$ cat src/rtl/cpu_types_pkg.sv
// Shared types for the MEM stage: word, memory opcodes, FSM states.
// Latency: n/a (types and pure helper functions only).
// Backpressure: n/a.
package cpu_types_pkg;

    localparam int WORD_W   = 32;  // data/address width
    localparam int LINK_LSB = 2;   // address LSBs ignored in link compares

    typedef logic [WORD_W-1:0] word_t;

    typedef enum logic [2:0] {
        OP_NOP = 3'd0,
        OP_ALU = 3'd1,
        OP_LW  = 3'd2,
        OP_SW  = 3'd3,
        OP_LL  = 3'd4,
        OP_SC  = 3'd5
    } opcode_t;

    typedef enum logic {
        IDLE = 1'b0,
        WAIT = 1'b1
    } mem_state_t;

    // Word-granular address equality: bits below LINK_LSB are don't-care.
    function automatic logic addr_match(input word_t a, input word_t b);
        return ((a ^ b) >> LINK_LSB) == '0;
    endfunction

endpackage

$ cat src/rtl/mem_stage_ll_sc_link.sv
// LL/SC link register: set by LL, cleared by SC, own SW or snoop invalidate.
// Latency: set/clear visible the cycle after the causing event.
// Backpressure: none; events are single-cycle strobes.
module ll_sc_link
    import cpu_types_pkg::*;
(
    input  logic  CLK,
    input  logic  nRST,
    input  logic  ll_done_i,
    input  logic  sc_done_i,
    input  logic  sw_done_i,
    input  word_t req_addr_i,
    input  logic  snoop_inv_i,
    input  word_t snoop_addr_i,
    input  word_t query_addr_i,
    output logic  link_valid_o,
    output logic  link_match_o
);

    logic  valid_q, valid_d;
    word_t addr_q, addr_d;

    // Next link state; the snoop compares against the address the link will
    // hold, so an LL and a snoop to the same word in one cycle leaves it clear.
    always_comb begin
        valid_d = valid_q;
        addr_d  = addr_q;
        if (ll_done_i) begin
            valid_d = 1'b1;
            addr_d  = req_addr_i;
        end
        if (sc_done_i) begin
            valid_d = 1'b0;
        end
        if (sw_done_i && addr_match(req_addr_i, addr_q)) begin
            valid_d = 1'b0;
        end
        if (snoop_inv_i && addr_match(snoop_addr_i, addr_d)) begin
            valid_d = 1'b0;
        end
    end

    // Link state register.
    always_ff @(posedge CLK or negedge nRST) begin
        if (!nRST) begin
            valid_q <= 1'b0;
            addr_q  <= '0;
        end else begin
            valid_q <= valid_d;
            addr_q  <= addr_d;
        end
    end

    assign link_valid_o = valid_q;
    assign link_match_o = valid_q && addr_match(query_addr_i, addr_q);

endmodule

$ cat src/rtl/mem_stage.sv
// MEM stage: drives dcache LW/SW/LL/SC requests and owns the LL/SC link.
// Latency: request issued combinationally in the EX/MEM cycle; done on dhit.
// Backpressure: mem_stall high and memwb_en low while a request awaits dhit.
module mem_stage
    import cpu_types_pkg::*;
(
    input  logic    CLK,
    input  logic    nRST,
    input  logic    ex_valid,
    input  opcode_t ex_opcode,
    input  word_t   ex_addr,
    input  word_t   ex_store,
    input  logic    ex_halt,
    input  logic    dhit,
    input  word_t   dmemload,
    input  logic    snoop_inv,
    input  word_t   snoop_addr,
    output logic    dmemREN,
    output logic    dmemWEN,
    output word_t   dmemaddr,
    output word_t   dmemstore,
    output logic    mem_stall,
    output logic    memwb_en,
    output word_t   wb_dload,
    output logic    halt_o
);

    mem_state_t state_q, state_d;
    opcode_t    op_q, op_d;
    word_t      addr_q, addr_d;
    word_t      data_q, data_d;
    logic       halt_q;

    opcode_t    cur_op;
    logic       cur_ren, cur_wen;
    word_t      cur_addr, cur_data;
    logic       link_ok, new_ren, new_wen, issue, done;

    assign new_ren = (ex_opcode == OP_LW) || (ex_opcode == OP_LL);
    // A failing SC never reaches the cache: it completes in zero cycles.
    assign new_wen = (ex_opcode == OP_SW) || ((ex_opcode == OP_SC) && link_ok);
    // nRST gates issue so a not-yet-cleared EX/MEM latch cannot raise a request.
    assign issue   = nRST && ex_valid && !halt_q && (new_ren || new_wen);

    // FSM next state and current request; WAIT replays the captured request.
    always_comb begin
        state_d  = state_q;
        op_d     = op_q;
        addr_d   = addr_q;
        data_d   = data_q;
        cur_op   = OP_NOP;
        cur_ren  = 1'b0;
        cur_wen  = 1'b0;
        cur_addr = '0;
        cur_data = '0;
        case (state_q)
            IDLE: begin
                if (issue) begin
                    cur_op   = ex_opcode;
                    cur_ren  = new_ren;
                    cur_wen  = new_wen;
                    cur_addr = ex_addr;
                    cur_data = new_wen ? ex_store : '0;
                    if (!dhit) begin
                        state_d = WAIT;
                        op_d    = ex_opcode;
                        addr_d  = ex_addr;
                        data_d  = new_wen ? ex_store : '0;
                    end
                end
            end
            WAIT: begin
                cur_op   = op_q;
                cur_ren  = (op_q == OP_LW) || (op_q == OP_LL);
                cur_wen  = (op_q == OP_SW) || (op_q == OP_SC);
                cur_addr = addr_q;
                cur_data = data_q;
                if (dhit) begin
                    state_d = IDLE;
                end
            end
            default: state_d = IDLE;
        endcase
    end

    // FSM state, captured request and sticky halt.
    always_ff @(posedge CLK or negedge nRST) begin
        if (!nRST) begin
            state_q <= IDLE;
            op_q    <= OP_NOP;
            addr_q  <= '0;
            data_q  <= '0;
            halt_q  <= 1'b0;
        end else begin
            state_q <= state_d;
            op_q    <= op_d;
            addr_q  <= addr_d;
            data_q  <= data_d;
            halt_q  <= halt_q || (ex_valid && ex_halt);
        end
    end

    assign done      = (cur_ren || cur_wen) && dhit;
    assign dmemREN   = cur_ren;
    assign dmemWEN   = cur_wen;
    assign dmemaddr  = cur_addr;
    assign dmemstore = cur_data;
    assign mem_stall = (cur_ren || cur_wen) && !dhit;
    assign memwb_en  = !mem_stall;
    assign halt_o    = halt_q;

    // Writeback data: load data or SC success flag, only in the dhit cycle.
    always_comb begin
        wb_dload = '0;
        if (done) begin
            if (cur_ren) begin
                wb_dload = dmemload;
            end else if (cur_op == OP_SC) begin
                wb_dload = word_t'(1);
            end
        end
    end

    ll_sc_link u_link (
        .CLK          (CLK),
        .nRST         (nRST),
        .ll_done_i    (done && (cur_op == OP_LL)),
        .sc_done_i    (done && (cur_op == OP_SC)),
        .sw_done_i    (done && (cur_op == OP_SW)),
        .req_addr_i   (cur_addr),
        .snoop_inv_i  (snoop_inv),
        .snoop_addr_i (snoop_addr),
        .query_addr_i (ex_addr),
        .link_valid_o (),
        .link_match_o (link_ok)
    );

endmodule

$ cat config.mk
export PLATFORM = sky130hd
export DESIGN_NAME = mem_stage
export DESIGN_NICKNAME = d
export VERILOG_FILES = /design/src/rtl/cpu_types_pkg.sv /design/src/rtl/mem_stage_ll_sc_link.sv /design/src/rtl/mem_stage.sv
export SDC_FILE = /design/constraint.sdc
export NUM_CORES = 1
export LEC_CHECK = 0
export CAP_MARGIN = 25
export CORE_MARGIN = 10
export CORE_UTILIZATION = 30
export CTS_BUF_LIST = sky130_fd_sc_hd__clkbuf_8 sky130_fd_sc_hd__clkbuf_16
export CTS_CLUSTER_DIAMETER = 150
export DETAILED_ROUTE_END_ITERATION = 16
export GPL_ROUTABILITY_DRIVEN = 0
export PLACE_DENSITY = 0.64
export SYNTH_ARGS = -nofsm -noshare
export SYNTH_HDL_FRONTEND = slang
export SYNTH_HIERARCHICAL = 1
export SYNTH_SLANG_ARGS = --single-unit
$ cat constraint.sdc
create_clock -name CLK -period 8.4 [get_ports CLK]
set_input_delay 1.68 -clock CLK [delete_from_list [all_inputs] [get_ports CLK]]
set_output_delay 1.68 -clock CLK [all_outputs]
set_load 0.01 [all_outputs]
Yosys cells after proc, flatten, opt, wreduce, memory -nomap -nowiden --
Cells that the tools add are included.
Word-level totals: flip-flop bits (word level) 102, output and inout port bits 101
Operators by class: equal/unequal tests 11, multiplexer cells 22, bitwise gates (word level) 5, reductions and logical operators 28
Operators by type and width (number):
- 32-bit 2-to-1 mux | 6
- 32-bit one-hot mux with 2 select lines | 2
- 32-bit zero test | 3
- 32-bit bitwise XOR | 3
- 3-bit equality test, second input constant | 6
- 3-bit by 2-bit equality test with 1-bit output, second input constant | 5
- 1-bit logical AND | 13
- 1-bit 2-to-1 mux | 9
- 1-bit logical OR | 7
- 1-bit one-hot mux with 2 select lines | 3
- 3-bit one-hot mux with 2 select lines | 1
- 4-bit nonzero test | 1
- 1-bit zero test | 3
- 3-bit 2-to-1 mux | 1
- 3-bit AND reduction | 1
- 1-bit NOT | 2

Longest topological paths before layout --
Gate-level depths: netlist of the first run.
word-level depth 17, depth in mapped cells 15

Modules after synthesis --
The synthesis of the first run kept the hierarchy.
Modules (own cells, without submodules):
- mem_stage | times used 1, cells each 398, area an instance 3882.5 um2
- ll_sc_link | times used 1, cells each 187, area an instance 2278.4 um2

Worst setup path after synthesis of the first run --
OpenSTA, ideal clock, no wires.
path type input -> output, start input port ex_addr[7], end output port wb_dload[0], arrival 3.815 ns, required time 6.720 ns, slack 2.905 ns, cell stages on the path 8, buffers on the path 0, cell sequence xnor2_1 -> nand4_1 -> or4_1 -> nor4_1 -> nand3b_1 -> a211oi_2 -> o211ai_1 -> a221oi_1
On the way: longest elaborated chain between the ends 13, elaborated cells between the ends (all ways) 19, classes of those cells eq/ne (1); mux (9); bitwise (1); reduce/logical (8)
RTL lines:
- start: declaration | RTL line mem_stage.sv:11 | input word_t ex_addr,
- 32-bit bitwise XOR (*) | RTL line cpu_types_pkg.sv:27 | return ((a ^ b) >> LINK_LSB) == '0;
- 32-bit zero test (*) | RTL line cpu_types_pkg.sv:27
- 1-bit logical AND (*) | RTL line mem_stage_ll_sc_link.sv:55 | assign link_match_o = valid_q && addr_match(query_addr_i, addr_q);
- named net link_ok | RTL line mem_stage.sv:37 | logic link_ok, new_ren, new_wen, issue, done;
- 1-bit logical AND (*) | RTL line mem_stage.sv:41 | assign new_wen = (ex_opcode == OP_SW) || ((ex_opcode == OP_SC) && link_ok);
- 1-bit logical OR (*) | RTL line mem_stage.sv:41
- 1-bit logical OR | RTL line mem_stage.sv:43 | assign issue = nRST && ex_valid && !halt_q && (new_ren || new_wen);
- 1-bit logical AND | RTL line mem_stage.sv:43
- 3-bit 2-to-1 mux | RTL line mem_stage.sv:58 | if (issue) begin
- 3-bit one-hot mux with 2 select lines | RTL line mem_stage.sv:56 | case (state_q)
- 3-bit equality test | RTL line mem_stage.sv:118 | end else if (cur_op == OP_SC) begin
- 1-bit 2-to-1 mux | RTL line mem_stage.sv:118
- 32-bit 2-to-1 mux | RTL line mem_stage.sv:116 | if (cur_ren) begin
- 32-bit 2-to-1 mux (*) | RTL line mem_stage.sv:115 | if (done) begin
- end: declaration | RTL line mem_stage.sv:24 | output word_t wb_dload,
The timed path passes the listed nets; every way through them passes the cells marked *.

Worst setup path after layout of the first run --
start input port ex_addr[25], end output port dmemstore[7]
On the way: longest elaborated chain between the ends 9, elaborated cells between the ends (all ways) 10, classes of those cells mux (3); bitwise (1); reduce/logical (6)
RTL lines:
- 32-bit bitwise XOR (*) | RTL line cpu_types_pkg.sv:27
- 32-bit zero test (*) | RTL line cpu_types_pkg.sv:27
- 1-bit logical AND (*) | RTL line mem_stage_ll_sc_link.sv:55
- named net link_ok | RTL line mem_stage.sv:37
- 1-bit logical AND (*) | RTL line mem_stage.sv:41
- 1-bit logical OR (*) | RTL line mem_stage.sv:41
- 1-bit logical OR | RTL line mem_stage.sv:43
- 1-bit logical AND | RTL line mem_stage.sv:43
- 32-bit 2-to-1 mux (*) | RTL line mem_stage.sv:58
- 32-bit one-hot mux with 2 select lines (*) | RTL line mem_stage.sv:56
- end: declaration | RTL line mem_stage.sv:21 | output word_t dmemstore,
Marked as above.

==> results.toml, run 1 <==
[drt]
wl_per_cell_um = 18.8
wl_um = 20400
first_iter_violations = 275
drtAntennaViolNets = 0
drt_pass1_iterations = 6
drc = 0
num_vias = 5083
viasPerCell = 4.70

[die]
die_w_um = 163
rows = 52
die_area_um2 = 26700
start_util_pct = 30.4
core_area_um2 = 20200
die_y_um = 163
io_pins = 238

[finish]
num_antenna_cells = 0
drive_gt1_share_pct = 8.37
fill_cells = 1963
layout.nets = 944
syn_to_final_growth_pct = 46.6

[place]
pre_cts_slack_ns = 1.08
place_hpwl_um = 15500
io_buffers = 235

[sta]
fin_ws_ns = 1.14
fin_crit_sh_pct = 86.4
setup-tns-final_ns = 0
holdWs_ns = 0.489
fmax_mhz = 138
finClkSkew_ns = 0.0165
slew_headroom_pct = 38.7
rsz0062_at_grt = "no"
drv_slew = 0
finalCriticalPeriod_ns = 7.26
worstMarginPinSlew_ns = 0.918
setup_viol = 0
hold_violations = 0

[synth]
synth-edff-count = 0
yosys.area.top_type_share_pct = 40.6
ys_warn_count = 6
synthTopCellsByArea = "dfrtp_1, xnor2_1, mux2_1"
synth-seq-cells = 100
synthTopCellsByCount = "dfrtp_1, xnor2_1, nand2_1, inv_1, mux2_1"
yosysSeqAreaShare_pct = 40.6
synth-async-reset-ratio_pct = 100
synth.avg_cell_area_um2 = 10.5
synth.most_common_cell = "dfrtp_1"
synth_top_cell_by_area = "dfrtp_1"
syn-num-nets = 722
synth_flop_cell = "dfrtp_1"
synth_cell_types = 42
syn_area_um2 = 6160
postSynthCellCount = 585

[cts]
clock_tree.root_cell = "clkbuf_16"
clock_latency_ns = 0.36
cts-htree-levels = 3
post_cts_buffers = 0
cts_num_sinks = 100
cts_buffer_depth = 2
numCtsBuffers = 9
postCtsResizedCells = 0
postCtsHoldBufs = 0
cts.clk_slew.worst_paths_ns = 0.06
tritoncts = "built"

[power_and_ir_drop]
ir_worst_vdd_uv = 121
powerDensity_nw_per_um2 = 118
leakagePower_nw = 3.63

[critical_path]
r2r_cells = 13
cp-end-kind = "output port"
required_ns = 6.72
cp-start-kind = "input pin"
reg2reg_slack_ns = 3.80
cp_cell_sequence = "clkdlybuf4s50_1 > xnor2_1 > nand4_1 > or4_1 > nor4_1 > nand3b_1 > a211oi_4 > buf_4 > nand2_1 > o21ai_0 > clkdlybuf4s50_1"
timing.rr.end = "u_link/link_valid_o$_DFFE_PN0P_"
worstSetupPathType = "in2out"
worstPathArrival_ns = 5.58
cp_common_cell = "clkdlybuf4s50_1"
crit_fanout = 34
path_buf_inv = 3
slowest_stage = "clkdlybuf4s50_1"
timing.critical_path.slowest_cell_delay_ns = 0.59
critical_path.top_delay_family = "simple AND/OR/NAND/NOR gates"
reg2reg_from = "u_link/addr_q[25]$_DFF_PN0_"

[global_routing]
grt.total_usage_pct = 15.0
grt_max_degree = 59
grt_pass1_wl_um = 31200
grt_pass1_vias = 5278
antenna_found_initial = 0
grt_overflow = 0

[hold_path]
min-delay-start = "addr_q[31]$_DFFE_PN0P_"
holdCritPathClass = "reg2reg"
holdPathStages = 1
min_to = "addr_q[31]$_DFFE_PN0P_"

[flow_run]
max_cap_violations = 0

[run_status]
status = "completed"
==> report_power, final <==
part           total, mW  internal (mW)  leakage [nW]  switching, mW
sequential         0.513          0.505          1.24        0.00804
combinational      0.133         0.0793          2.25         0.0535
clock              0.418          0.215         0.145          0.203
total               1.06          0.799          3.63          0.265
==> stage by stage <==
| stage | utilization, % | instances | instance area, um^2 | power [mW] |
|---|---|---|---|---|
| 2_1_floorplan | - | 585 | 6160 | 0.561 |
| 3_3_place_gp | 43.0 | 1064 | 8700 | 0.654 |
| 3_5_place_dp | 43.0 | 1064 | 8700 | 0.656 |
| 4_1_cts | 44.5 | 1080 | 9000 | 1.08 |
| 5_1_grt | 44.6 | 1082 | 9030 | 1.11 |
| 6_report | 44.6 | 1082 | 9030 | 1.06 |
==> worst max-delay path by stage <==
stage / from / end / slack, ns / cells after the start
floorplan: ex_addr[7] / wb_dload[0] / 2.91 / 8
global placement: ex_addr[25] / dmemstore[31] / 1.09 / 11
detailed placement: ex_addr[25] / dmemstore[12] / 1.08 / 11
CTS: ex_addr[25] / dmemstore[7] / 1.07 / 11
global route: ex_addr[25] / dmemstore[25] / 0.95 / 11
finish: ex_addr[25] / dmemstore[7] / 1.14 / 11
==> cell type report <==
| class | count | area [um^2] | area share (%) |
|---|---|---|---|
| Tap cell | 270 | 338 | 3.74 |
| Multi-Input combinational cell | 417 | 3340 | 36.9 |
| Sequential cell | 100 | 2500 | 27.7 |
| Timing Repair Buffer | 242 | 2420 | 26.8 |
| Clock buffer | 10 | 239 | 2.65 |
| Clock inverter | 6 | 55.1 | 0.610 |
| Inverter | 37 | 139 | 1.54 |
==> cell families (layout without fill, tap and decap cells) <==
logic type                Yosys count  in the layout  synth area share [%]
DFF                               100            100                  40.6
muxes                              97             97                  18.3
AOI/OAI and AO/OA                  83             83                  9.59
and+or+nand+nor                   146            146                  11.9
buffers and inverters              68            295                  5.63
xor gates and xnor gates           91             91                  13.9
==> state kept, by name (all words and copies together) (netlist names) <==
name and flops:
addr_q 32, data_q 32, halt_o 1, op_q 3, state_q 1, u_link/addr_q 30
u_link/link_valid_o 1
==> layer usage <==
metal / vias up / global-route usage, % / wire length [um]
met5: - / 0 / 0
met4: 0 / 3.65 / 251
met3: 14 / 4.40 / 1420
met2: 156 / 24.6 / 9810
met1: 2466 / 18.9 / 8900
li1: 2447 / - / -
==> worst reg2reg max path, cell delays in order, from the launching register on <==
cell and delay (ns):
dfrtp_1 0.42, xnor2_1 0.32, nand4_1 0.18, or4_1 0.58, nor4_1 0.55, nor2b_1 0.13, o31ai_1 0.37, and3_2 0.36
buf_12 0.27, mux2_4 0.38, xnor2_1 0.25, nand4_1 0.20, nor4_1 0.33, a21oi_1 0.10
==> cell usage in the layout (no fill, tap or decap), types with 2 or more instances in the layout <==
| cell | netlist | routed |
|---|---|---|
| mux2_4 | 21 | 21 |
| clkbuf_16 | 0 | 9 |
| nand4_1 | 21 | 21 |
| dfrtp_1 | 100 | 100 |
| mux2_1 | 36 | 36 |
| xnor2_2 | 8 | 8 |
| a21oi_1 | 4 | 3 |
| clkdlybuf4s50_1 | 0 | 234 |
| buf_4 | 1 | 6 |
| o31ai_1 | 2 | 2 |
| mux2_2 | 7 | 7 |
| a2111oi_2 | 2 | 2 |
| a21o_1 | 2 | 2 |
| inv_1 | 37 | 37 |
| clkinv_4 | 0 | 4 |
| a22o_1 | 32 | 32 |
| nor2_1 | 3 | 3 |
| nand2_1 | 71 | 71 |
| nand3_1 | 2 | 2 |
| nor4_1 | 6 | 6 |
| o21ai_0 | 33 | 33 |
| and2_1 | 32 | 32 |
| xnor2_1 | 78 | 78 |
| mux2i_1 | 33 | 33 |
| xor2_1 | 5 | 5 |
(Power assumes the default switching activity.)
==> run 2: changes to the inputs <==
Settings changed: CORE_MARGIN 10 to unset, PLACE_DENSITY 0.64 to unset, PLACE_DENSITY_LB_ADDON set to 0.12.
==> results.toml, run 2 (synthesis gave the netlist of run 1 again) <==
[hold_path]
holdCritPathClass = "reg2reg"
min_to = "addr_q[29]$_DFFE_PN0P_"
min-delay-start = "addr_q[29]$_DFFE_PN0P_"
holdPathStages = 1

[finish]
largest_registers = "addr_q x32, data_q x32, u_link/addr_q x30"
final_cell_mix = "clkdlybuf4s50_1, dfrtp_1, xnor2_1"
layout.nets = 943
post-route-util_pct = 44.7
syn_to_final_growth_pct = 46.3
drive_gt1_share_pct = 8.38
num_antenna_cells = 0
mostFrequentLayoutCell = "clkdlybuf4s50_1"

[sta]
setup-tns-final_ns = 0
hold_violations = 0
finClkSkew_ns = 0.00964
holdWs_ns = 0.491
setup_viol = 0
fin_crit_sh_pct = 88.0
rsz0062_at_grt = "no"
slew_headroom_pct = 35.8
fmax_mhz = 135
finalCriticalPeriod_ns = 7.40
worstMarginPinSlew_ns = 0.962
drv_slew = 0

[critical_path]
timing.rr.end = "u_link/link_valid_o$_DFFE_PN0P_"
reg2reg_from = "u_link/addr_q[25]$_DFF_PN0_"
reg2reg_slack_ns = 3.89
worstSetupPathType = "in2out"
r2r_cells = 13
required_ns = 6.72
crit_fanout = 35
worstPathArrival_ns = 5.72
cp-start-kind = "input pin"
cp-end-kind = "output port"

[drt]
wl_per_cell_um = 18.1
drt_pass1_iterations = 4
drc = 0
first_iter_violations = 216
wl_um = 19500
viasPerCell = 4.69
drtAntennaViolNets = 0
num_vias = 5069

[power_and_ir_drop]
total_power_mw = 1.05
leakagePower_nw = 3.61
ir_worst_vdd_uv = 87.2
powerDensity_nw_per_um2 = 116

[cts]
tritoncts = "built"
cts_num_sinks = 100
cts.clk_slew.worst_paths_ns = 0.07
postCtsResizedCells = 0
post_cts_buffers = 0
numCtsBuffers = 9
cts_buffer_depth = 2
postCtsHoldBufs = 0
clock_latency_ns = 0.35
cts-htree-levels = 3
clock_tree.root_cell = "clkbuf_16"

[run_status]
status = "completed"

[global_routing]
grt_pass1_wl_um = 30600
grt_pass1_vias = 5435
grt.total_usage_pct = 19.0
antenna_found_initial = 0
grt_overflow = 0
grt_max_degree = 61

[die]
core_area_um2 = 20200
start_util_pct = 30.5
die_w_um = 145
die_y_um = 145
die_area_um2 = 21100
rows = 52
io_pins = 238

[place]
io_buffers = 235
place_hpwl_um = 14400

[flow_run]
max_cap_violations = 0
run 2: cell count changes in the layout (fill, tap and decap cells not counted), sizes merged:
cell,delta
clkinvlp,+2
buf,-1
clkinv,-1
inv,-1
run 2: metrics by stage:
| stage | worst slack, ns | instances | instance area [um^2] |
|---|---|---|---|
| after global placement | 0.989 | 1063 | 8690 |
| after CTS | 0.966 | 1080 | 8990 |
| after detailed placement | 0.970 | 1064 | 8720 |
| final | 1.00 | 1081 | 9010 |
| after global routing | 0.681 | 1081 | 9010 |
| after floorplan | 2.91 | 585 | 6160 |
run 2: final cells by class:
cell class | instances | area, um^2
inverter | 37 | 139
clock inverter | 6 | 38.8
tap | 270 | 338
fill | 1945 | 11200
timing repair buffer | 241 | 2430
sequential | 100 | 2500
multi-input combinational | 417 | 3330
clock buffer | 10 | 239
run 2: routing by layer:
layer | vias up | GRT usage [%] | share of wire [%] | wire (um)
met5 | - | 0 | 0 | 0
met4 | 0 | 4.47 | 1.0 | 197
met3 | 15 | 5.19 | 7.0 | 1370
met2 | 186 | 32.3 | 49 | 9480
met1 | 2434 | 23.9 | 43 | 8460
li1 | 2434 | - | - | -
run 2: report_power, final:
part           internal [mW]  leakage (nW)  total [mW]  switching [mW]
logic                 0.0795          2.24       0.135          0.0555
clock network          0.209         0.135       0.402           0.193
registers              0.505          1.23       0.513         0.00828
total                  0.793          3.61        1.05           0.257
run 2: how the worst max path moves through the flow:
stage | startpoint | endpoint | cells after the start
6_report | ex_addr[25] | wb_dload[0] | 11
3_5_place_dp | ex_addr[25] | wb_dload[0] | 11
3_3_place_gp | ex_addr[25] | wb_dload[0] | 11
5_1_grt | ex_addr[25] | wb_dload[0] | 11
2_1_floorplan | ex_addr[7] | wb_dload[0] | 8
4_1_cts | ex_addr[25] | wb_dload[0] | 11
run 2: critical path, cell delays in order:
cell,delay [ns]
clkdlybuf4s50_1,0.46
xnor2_1,0.33
nand4_1,0.13
or4_1,0.55
nor4_1,0.57
nand3b_1,0.28
a211oi_4,0.29
buf_4,0.38
o211ai_1,0.15
a221oi_1,0.27
clkdlybuf4s50_1,0.62
